==> src/rtl/cpu_types_pkg.sv <==
// Shared CPU types: machine word plus the memory arbiter state/owner encodings.
package cpu_types_pkg;

  typedef logic [31:0] word_t;

  typedef enum logic [1:0] {
    IDLE = 2'd0,
    IACC = 2'd1,
    DACC = 2'd2,
    DONE = 2'd3
  } arb_state_t;

  typedef enum logic {
    OWN_I = 1'b0,
    OWN_D = 1'b1
  } arb_owner_t;

endpackage

==> src/rtl/arb_fairness_ctr.sv <==
// Saturating count of data grants taken while a fetch was waiting.
// force_i tells the arbiter the fetch side must win the next grant.
module arb_fairness_ctr #(
  parameter int STARVE_MAX = 4
) (
  input  logic CLK,
  input  logic nRST,
  input  logic inc,
  input  logic clr,
  output logic force_i
);

  localparam logic [3:0] MAX_C = 4'(STARVE_MAX);

  logic [3:0] cnt;

  // Count data grants that bypassed a pending fetch; clear when fetch is not starved.
  always_ff @(posedge CLK or negedge nRST) begin
    if (!nRST) begin
      cnt <= 4'd0;
    end else if (inc) begin
      if (cnt < MAX_C) begin
        cnt <= cnt + 4'd1;
      end
    end else if (clr) begin
      cnt <= 4'd0;
    end
  end

  assign force_i = (cnt == MAX_C);

endmodule

==> src/rtl/mem_arbiter.sv <==
// Arbitrates the single RAM port between instruction fetch and data access.
// Data wins by default; a saturating counter forces a fetch grant after
// STARVE_MAX consecutive data grants taken while a fetch was pending.
import cpu_types_pkg::*;

module mem_arbiter #(
  parameter int STARVE_MAX = 4,
  parameter int ADDR_W     = 32
) (
  input  logic              CLK,
  input  logic              nRST,
  input  logic              iREN,
  input  logic [ADDR_W-1:0] iaddr,
  output word_t             iload,
  output logic              iwait,
  input  logic              dREN,
  input  logic              dWEN,
  input  logic [ADDR_W-1:0] daddr,
  input  word_t             dstore,
  output word_t             dload,
  output logic              dwait,
  output logic              ramREN,
  output logic              ramWEN,
  output logic [ADDR_W-1:0] ramaddr,
  output word_t             ramstore,
  input  word_t             ramload,
  input  logic              ramready
);

  arb_state_t        state;
  arb_state_t        next_state;
  arb_owner_t        owner;
  logic              is_write;
  logic [ADDR_W-1:0] addr_q;
  word_t             store_q;
  logic              dreq;
  logic              grant_d;
  logic              grant_i;
  logic              force_i;
  logic              in_acc;

  assign dreq   = dREN | dWEN;
  assign in_acc = (state == IACC) || (state == DACC);

  arb_fairness_ctr #(.STARVE_MAX(STARVE_MAX)) u_fair (
    .CLK     (CLK),
    .nRST    (nRST),
    .inc     (grant_d & iREN),
    .clr     (grant_i | (grant_d & ~iREN)),
    .force_i (force_i)
  );

  // State register; reset abandons any in-flight access.
  always_ff @(posedge CLK or negedge nRST) begin
    if (!nRST) begin
      state <= IDLE;
    end else begin
      state <= next_state;
    end
  end

  // Grant decision in IDLE and access sequencing through DONE.
  always_comb begin
    next_state = state;
    grant_d    = 1'b0;
    grant_i    = 1'b0;
    case (state)
      IDLE: begin
        if (dreq && !(iREN && force_i)) begin
          next_state = DACC;
          grant_d    = 1'b1;
        end else if (iREN) begin
          next_state = IACC;
          grant_i    = 1'b1;
        end else begin
          next_state = IDLE;
        end
      end
      IACC, DACC: begin
        if (ramready) begin
          next_state = DONE;
        end else begin
          next_state = state;
        end
      end
      DONE:    next_state = IDLE;
      default: next_state = IDLE;
    endcase
  end

  // Latch the granted request and capture read data on completion.
  always_ff @(posedge CLK or negedge nRST) begin
    if (!nRST) begin
      addr_q   <= '0;
      store_q  <= 32'd0;
      is_write <= 1'b0;
      owner    <= OWN_I;
      iload    <= 32'd0;
      dload    <= 32'd0;
    end else begin
      if (grant_d) begin
        addr_q   <= daddr;
        store_q  <= dstore;
        is_write <= dWEN;
        owner    <= OWN_D;
      end else if (grant_i) begin
        addr_q   <= iaddr;
        is_write <= 1'b0;
        owner    <= OWN_I;
      end
      if (in_acc && ramready && !is_write) begin
        if (owner == OWN_I) begin
          iload <= ramload;
        end else begin
          dload <= ramload;
        end
      end
    end
  end

  assign ramREN   = (state == IACC) || ((state == DACC) && !is_write);
  assign ramWEN   = (state == DACC) && is_write;
  assign ramaddr  = addr_q;
  assign ramstore = store_q;

  assign iwait = iREN & ~((state == DONE) && (owner == OWN_I));
  assign dwait = dreq & ~((state == DONE) && (owner == OWN_D));

endmodule

==> config.mk <==
export PLATFORM = sky130hd
export DESIGN_NAME = mem_arbiter
export DESIGN_NICKNAME = d
export VERILOG_FILES = /design/src/rtl/cpu_types_pkg.sv /design/src/rtl/arb_fairness_ctr.sv /design/src/rtl/mem_arbiter.sv
export SDC_FILE = /design/constraint.sdc
export NUM_CORES = 1
export LEC_CHECK = 0
export CAP_MARGIN = 20
export CORE_ASPECT_RATIO = 1.1
export CORE_MARGIN = 3
export CORE_UTILIZATION = 43
export CTS_CLUSTER_SIZE = 30
export DETAILED_ROUTE_END_ITERATION = 8
export PLACE_DENSITY_LB_ADDON = 0.3
export SLEW_MARGIN = 30
export SYNTH_ARGS = -nofsm -noshare
export SYNTH_HDL_FRONTEND = slang
export SYNTH_SLANG_ARGS = --single-unit
==> constraint.sdc <==
create_clock -name CLK -period 1.9 [get_ports CLK]
set_input_delay 0.38 -clock CLK [delete_from_list [all_inputs] [get_ports CLK]]
set_output_delay 0.38 -clock CLK [all_outputs]
set_load 0.01 [all_outputs]
-- Word-level counts from Yosys, hierarchy flattened
Cells that the tools add are included.
- input port bits: 134
- memories: 0
- bits in read-only memories: 0
- bits in registers: 136
- memory bits (writable): 0
- latch bits: 0
- add/subtract/negate cells: 1
- $lt $le $gt $ge: 1
- div/mod/pow operators: 0
- equality and inequality tests: 6
- shifts and indexed selects: 0
- multipliers: 0
- bitwise gates (word level): 10
- reductions and logical operators: 19
- multiplexer cells: 17
- operators by type and width (cell ; count):
    $mux 32 ; 2
    $mux 4 ; 3
    $mux 1 ; 9
    $logic_and 1x1->1 ; 8
    $pmux 2 s3 ; 1
    $reduce_and 2->1 ; 3
    $add 4x1->4 const B ; 1
    $and 1x1->1 ; 4
    $eq 2x2->1 const B ; 2
    $eq 4x3->1 const B ; 1
    $lt 4x3->1 const B ; 1
    $mux 2 ; 2
    $ne 2x2->1 const B ; 2
    $not 1->1 ; 4
    $reduce_bool 2->1 ; 2
    $eq 2x1->1 const B ; 1
    $logic_not 1->1 ; 2
    $logic_not 2->1 ; 1
    $logic_or 1x1->1 ; 2
    $or 1x1->1 ; 2
    $reduce_or 2->1 ; 1

-- Depth between registers and ports, before layout
Gate-level depths: netlist of run 1.
- depth in word-level cells: 10
- depth in mapped cells: 7
- depth with buffers taken out: 5

-- By module
Synthesis of run 1 repeated with hierarchy kept, for this count alone.
- cell total of the unflattened synthesis: 447
- area, all modules: 5864.4 µm²
- by module, submodules not included (module ; sequential area each (µm²) ; area an instance (µm²) ; instances ; cells each):
    mem_arbiter ; 3303.2 ; 5651.7 ; 1 ; 425
    arb_fairness_ctr ; 100.1 ; 212.7 ; 1 ; 22

-- Least setup slack after synthesis of run 1
Ideal clock, no wire load.
- path kind: reg-to-reg
- start: register state[0]
- end: register iload[10]
- stages on the path, launching flop included: 7
- buffers on the path: 2
- required time: 1.775 ns
- setup time: 0.125 ns
- path slack: 0.224 ns
- data arrival time: 1.552 ns
- cells stage by stage: dfrtp_1 inv_1 ha_1 and4_1 buf_2 buf_6 mux2_2
- word-level cells in the longest chain between the ends: 5
- RTL lines (element ; RTL line ; RTL):
    start, declared ; mem_arbiter.sv:30 ; arb_state_t state;
    start signal, assigned ; mem_arbiter.sv:58 ; state <= next_state;
    $eq 2x1->1 / $eq 2x2->1 (equally long branches) ; mem_arbiter.sv:43 ; assign in_acc = (state == IACC) || (state == DACC);
    $logic_or 1x1->1 (*) ; mem_arbiter.sv:43 ;
    $logic_and 1x1->1 (*) (2 in a row) ; mem_arbiter.sv:111 ; if (in_acc && ramready && !is_write) begin
    $reduce_and 2->1 (no line) (*) ; - ;
    end signal, assigned ; mem_arbiter.sv:113 ; iload <= ramload;
    end, declared ; mem_arbiter.sv:14 ; output word_t iload,
Every way passes the cells marked *; elsewhere a longest branch is shown, timed or not.
A chain may end at the register's enable or synchronous reset.

-- Final worst setup path of run 1
- start: register state[0]
- end: output ramREN
- word-level cells in the longest chain between the ends: 3
- RTL lines (element ; RTL line ; RTL):
    $eq 2x2->1 ; mem_arbiter.sv:121 ; assign ramREN = (state == IACC) || ((state == DACC) && !is_write);
    $logic_and 1x1->1 ; mem_arbiter.sv:121 ;
    $logic_or 1x1->1 (*) ; mem_arbiter.sv:121 ;
    end, declared ; mem_arbiter.sv:22 ; output logic ramREN,
Marks and branches as above.

==> results of run 1 <==
## sequential cells by signal, indices dropped and copies added (netlist names)
register and cells:
dload 32, iload 32, ramaddr 32, ramstore 32, u_fair.cnt 4, state 2
is_write 1, owner 1
## stage by stage
stage	std cells	power (mW)
finish	913	16.8
global route	913	17.7
CTS	913	16.9
detailed placement	880	13.6
global placement	880	13.3
floorplan	435	9.45
## final cells by class
type	count	area, um2	area share [%]
Timing Repair Buffer	285	2920	30.0
Clock buffer	22	484	4.98
Sequential cell	136	3400	35.0
Multi-Input combinational cell	265	2530	26.1
Tap cell	188	235	2.42
Inverter	7	26.3	0.270
Clock inverter	10	118	1.21
## power breakdown
group,switching (mW),leakage [nW],internal (mW)
Sequential,0.838,1.59,4.38
Combinational,3.21,2.21,5.05
Clock,1.21,0.285,2.07
Total,5.26,4.09,11.5
## worst max-delay path: stages (launching register included)
cell	delay (ns)
sky130_fd_sc_hd__dfrtp_1	0.39
sky130_fd_sc_hd__inv_2	0.07
sky130_fd_sc_hd__ha_1	0.20
sky130_fd_sc_hd__a21o_1	0.16
sky130_fd_sc_hd__clkdlybuf4s15_2	0.23
## worst min path at each step
| stage | slack, ns | cells after the start | end |
|---|---|---|---|
| after floorplan | 0.08 | 0 | dload[0] |
| after CTS | 0.43 | 2 | iload[28] |
| after global placement | 0.29 | 1 | dload[26] |
| final | 0.43 | 2 | iload[28] |
| after detailed placement | 0.30 | 1 | iload[28] |
| after global routing | 0.46 | 2 | iload[28] |
## synthesized netlist by cell type
cell,count
sky130_fd_sc_hd__a21boi_0,1
sky130_fd_sc_hd__a21o_1,1
sky130_fd_sc_hd__a21o_4,1
sky130_fd_sc_hd__a21oi_1,2
sky130_fd_sc_hd__a221oi_1,2
sky130_fd_sc_hd__a221oi_2,30
sky130_fd_sc_hd__a22o_1,2
sky130_fd_sc_hd__and2_1,1
sky130_fd_sc_hd__and3_1,1
sky130_fd_sc_hd__and3b_1,1
sky130_fd_sc_hd__and4_1,1
sky130_fd_sc_hd__and4b_4,1
sky130_fd_sc_hd__buf_2,9
sky130_fd_sc_hd__buf_6,9
sky130_fd_sc_hd__buf_8,3
sky130_fd_sc_hd__clkbuf_1,5
sky130_fd_sc_hd__clkbuf_2,1
sky130_fd_sc_hd__dfrtp_1,136
sky130_fd_sc_hd__ha_1,6
sky130_fd_sc_hd__inv_1,7
sky130_fd_sc_hd__mux2_1,3
sky130_fd_sc_hd__mux2_2,65
sky130_fd_sc_hd__mux2_4,29
sky130_fd_sc_hd__nand2_1,4
sky130_fd_sc_hd__nand3_1,2
sky130_fd_sc_hd__nand3_4,1
sky130_fd_sc_hd__nand4_1,1
sky130_fd_sc_hd__nand4b_1,1
sky130_fd_sc_hd__nor2_1,34
sky130_fd_sc_hd__nor2_2,1
sky130_fd_sc_hd__nor2b_1,64
sky130_fd_sc_hd__nor3_1,1
sky130_fd_sc_hd__nor4_1,1
sky130_fd_sc_hd__o21a_1,1
sky130_fd_sc_hd__o21ai_1,1
sky130_fd_sc_hd__o221a_2,2
sky130_fd_sc_hd__o22a_1,1
sky130_fd_sc_hd__o31a_1,1
sky130_fd_sc_hd__o41ai_1,1
sky130_fd_sc_hd__or2_2,1
## cell usage in the layout (no fill, tap or decap), types with 2 or more instances in the layout
cell type	Yosys	layout
sky130_fd_sc_hd__nor2b_1	64	64
sky130_fd_sc_hd__clkbuf_16	0	17
sky130_fd_sc_hd__nand2_1	4	4
sky130_fd_sc_hd__clkinv_2	0	2
sky130_fd_sc_hd__a221oi_2	30	30
sky130_fd_sc_hd__clkdlybuf4s50_1	0	260
sky130_fd_sc_hd__a21oi_1	2	2
sky130_fd_sc_hd__clkbuf_2	1	2
sky130_fd_sc_hd__mux2_4	29	29
sky130_fd_sc_hd__inv_1	7	6
sky130_fd_sc_hd__ha_1	6	5
sky130_fd_sc_hd__clkbuf_8	0	4
sky130_fd_sc_hd__nand3_1	2	2
sky130_fd_sc_hd__a22o_1	2	2
sky130_fd_sc_hd__mux2_2	65	65
sky130_fd_sc_hd__buf_12	0	10
sky130_fd_sc_hd__dfrtp_1	136	136
sky130_fd_sc_hd__a221oi_1	2	2
sky130_fd_sc_hd__o221a_2	2	2
sky130_fd_sc_hd__buf_4	0	9
sky130_fd_sc_hd__clkinvlp_4	0	4
sky130_fd_sc_hd__bufinv_16	0	2
sky130_fd_sc_hd__nor2_1	34	34
sky130_fd_sc_hd__mux2_1	3	3
## repair_timing
action / in CTS / in global routing
endpoints found under the hold margin: 32 / 0
hold buffers: 1 / 0
setup endpoints to repair: 4 / 32
buffers inserted: 0 / 0
pin swaps: 0 / 0
resized for setup: 12 / 6
## per-layer routing
layer  global-route usage (%)  wire length (um)
met4                     6.62               247
met5                        0                 0
met1                     24.9              6520
met2                     35.5              8150
met3                     5.81              1340
## logic make-up after synthesis
group / after synthesis / synth area share [%]
buffers and inverters: 34 / 3.92
AND/OR/NAND/NOR: 116 / 10.6
adder cells (fa/ha/maj): 6 / 1.22
multiplexers: 97 / 19.5
flip-flops: 136 / 55.2
AO/OA/AOI/OAI: 46 / 9.52
==> summary.md, run 1 <==
| Metric | Value |
|---|---|
| Period Utilization, post-route | 96.4% |
| Tightest Pin Transition | 0.556 ns |
| DRC violation count after routing | 0 |
| Data required time of the critical path | 1.52 ns |
| Clock latency on the worst-skew pair | 0.41 ns |
| Worst EP arrival | 1.45 ns |
| Cell area after synthesis | 0.00616 mm2 |
| Clock tree from TritonCTS | done |
| Overall global routing resource usage | 20.7% |
| Place WS | -0.259 ns |
| Root buffer selected by CTS | sky130_fd_sc_hd__clkbuf_16 |
| Row count | 45 |
| Synthesis Warnings | 0 |
| Setup repair after global routing missed its margin | no |
| Worst max-slew margin expressed relative to the limit | 63.0% |
| Area delta synth->final | 57.7% |
| Total congestion overflow after global routing | 0 |
| Dominant cell type by area after synthesis | sky130_fd_sc_hd__dfrtp_1 |
| Initial DRC count | 222 |
| Max-cap violations | 0 |
| Routed vias/inst | 5.01 |
| Antenna diodes | 0 |
| Layout Utilization | 69.9% |
| P_leak | 4.09 nW |
| Max-slew violation count | 0 |
| Die boundary width | 120 um |
| Count of mapped cells out of synthesis | 435 |
| Number of global-route vias before repair | 4,971 |
| Least setup slack across all paths after layout | 0.0680 ns |
| Fin Setup TNS | 0 ns |
| Initial cell density of the core | 44.3% |
| Peak ir drop on the vdd network | 0.000767 V |
| Largest net degree at the start of global routing | 67 |
| Hpwl dp | 11.8 mm |
| Endpoint of the most critical register-to-register path | iload[29] |
| Via count | 4,570 |
| Classification of the worst-slack hold path | input port to async pin |
| Final hold slack | 0.430 ns |
| Synth Area per Inst | 14.2 um2 |
| First-pass GRT wire length | 25.9 mm |
| Endpoints failing hold | 0 |
| Final setup vio count | 0 |
| Number of clock buffers inserted by TritonCTS | 17 |
| Area share of the leading cell type in the synthesized netlist | 55.2% |
| Critical path launch point type | flop |
| Core area | 0.0139 mm2 |
| Synth area leaders | sky130_fd_sc_hd__dfrtp_1, sky130_fd_sc_hd__mux2_2, sky130_fd_sc_hd__a221oi_2 |
| Critical Path Sink | ramREN |
| Maximum fanout along the worst path | 3 |
| Endpoint kind of the worst setup timing path | primary output |
| Number of optimization iterations in the first detailed-route pass | 4 |
| Status | completed |
| Shortest period the worst path allows | 1.83 ns |
| Post-DR wirelength/cell | 17.8 um |
| Peak clock frequency supported by timing | 546 MHz |
| Share of cells above drive strength 1 | 26.1% |
| Clock skew | 0.00823 ns |
| Total nets after synthesis | 575 |
| Number of distinct library cells after synthesis | 40 |
| Reg2reg path depth | 5 |
| H-tree levels | 4 |
| Post-CTS clock slew at the launch and capture registers of the worst setup and hold paths | 0.06 ns |
| Worst setup path start | state[0] |
| GP Congestion | 0.809 |
| Worst reg2reg path startpoint | state[1] |
| Fill cell count | 997 |
| DIE AREA | 0.0158 mm2 |
| Sinks on the clock net | 136 |
| Power density over cell area | 1730 mW/mm2 |
| Cell area after placement | 0.00911 mm2 |
| Total of buffers placed on input and output ports | 265 |
| Die Span Y | 132 um |
| Number of top-level design ports | 266 |
| Sequential element share of the synthesized area | 55.2% |
| Slack of the worst reg-to-reg path | 0.10 ns |
| Total length of routed wires | 16.2 mm |
| Layout Cell Area excl Fill | 0.00972 mm2 |
| Type of the worst setup path | flop to primary output |
| Number of buffers on the longest clock path | 2 |
| Initial antenna violation count | 0 |
| Post-layout net count | 852 |
| Flip-flop and latch count after synthesis | 136 |
| Antenna Violating Nets Remaining | 0 |
Note: power is estimated with default switching activity, not from simulation.
==> run 2: changes to the inputs <==
Settings changed: GPL_ROUTABILITY_DRIVEN from default to 0.
==> results of run 2 <==
The final DEF is identical to that of run 1; final timing and power are the same.
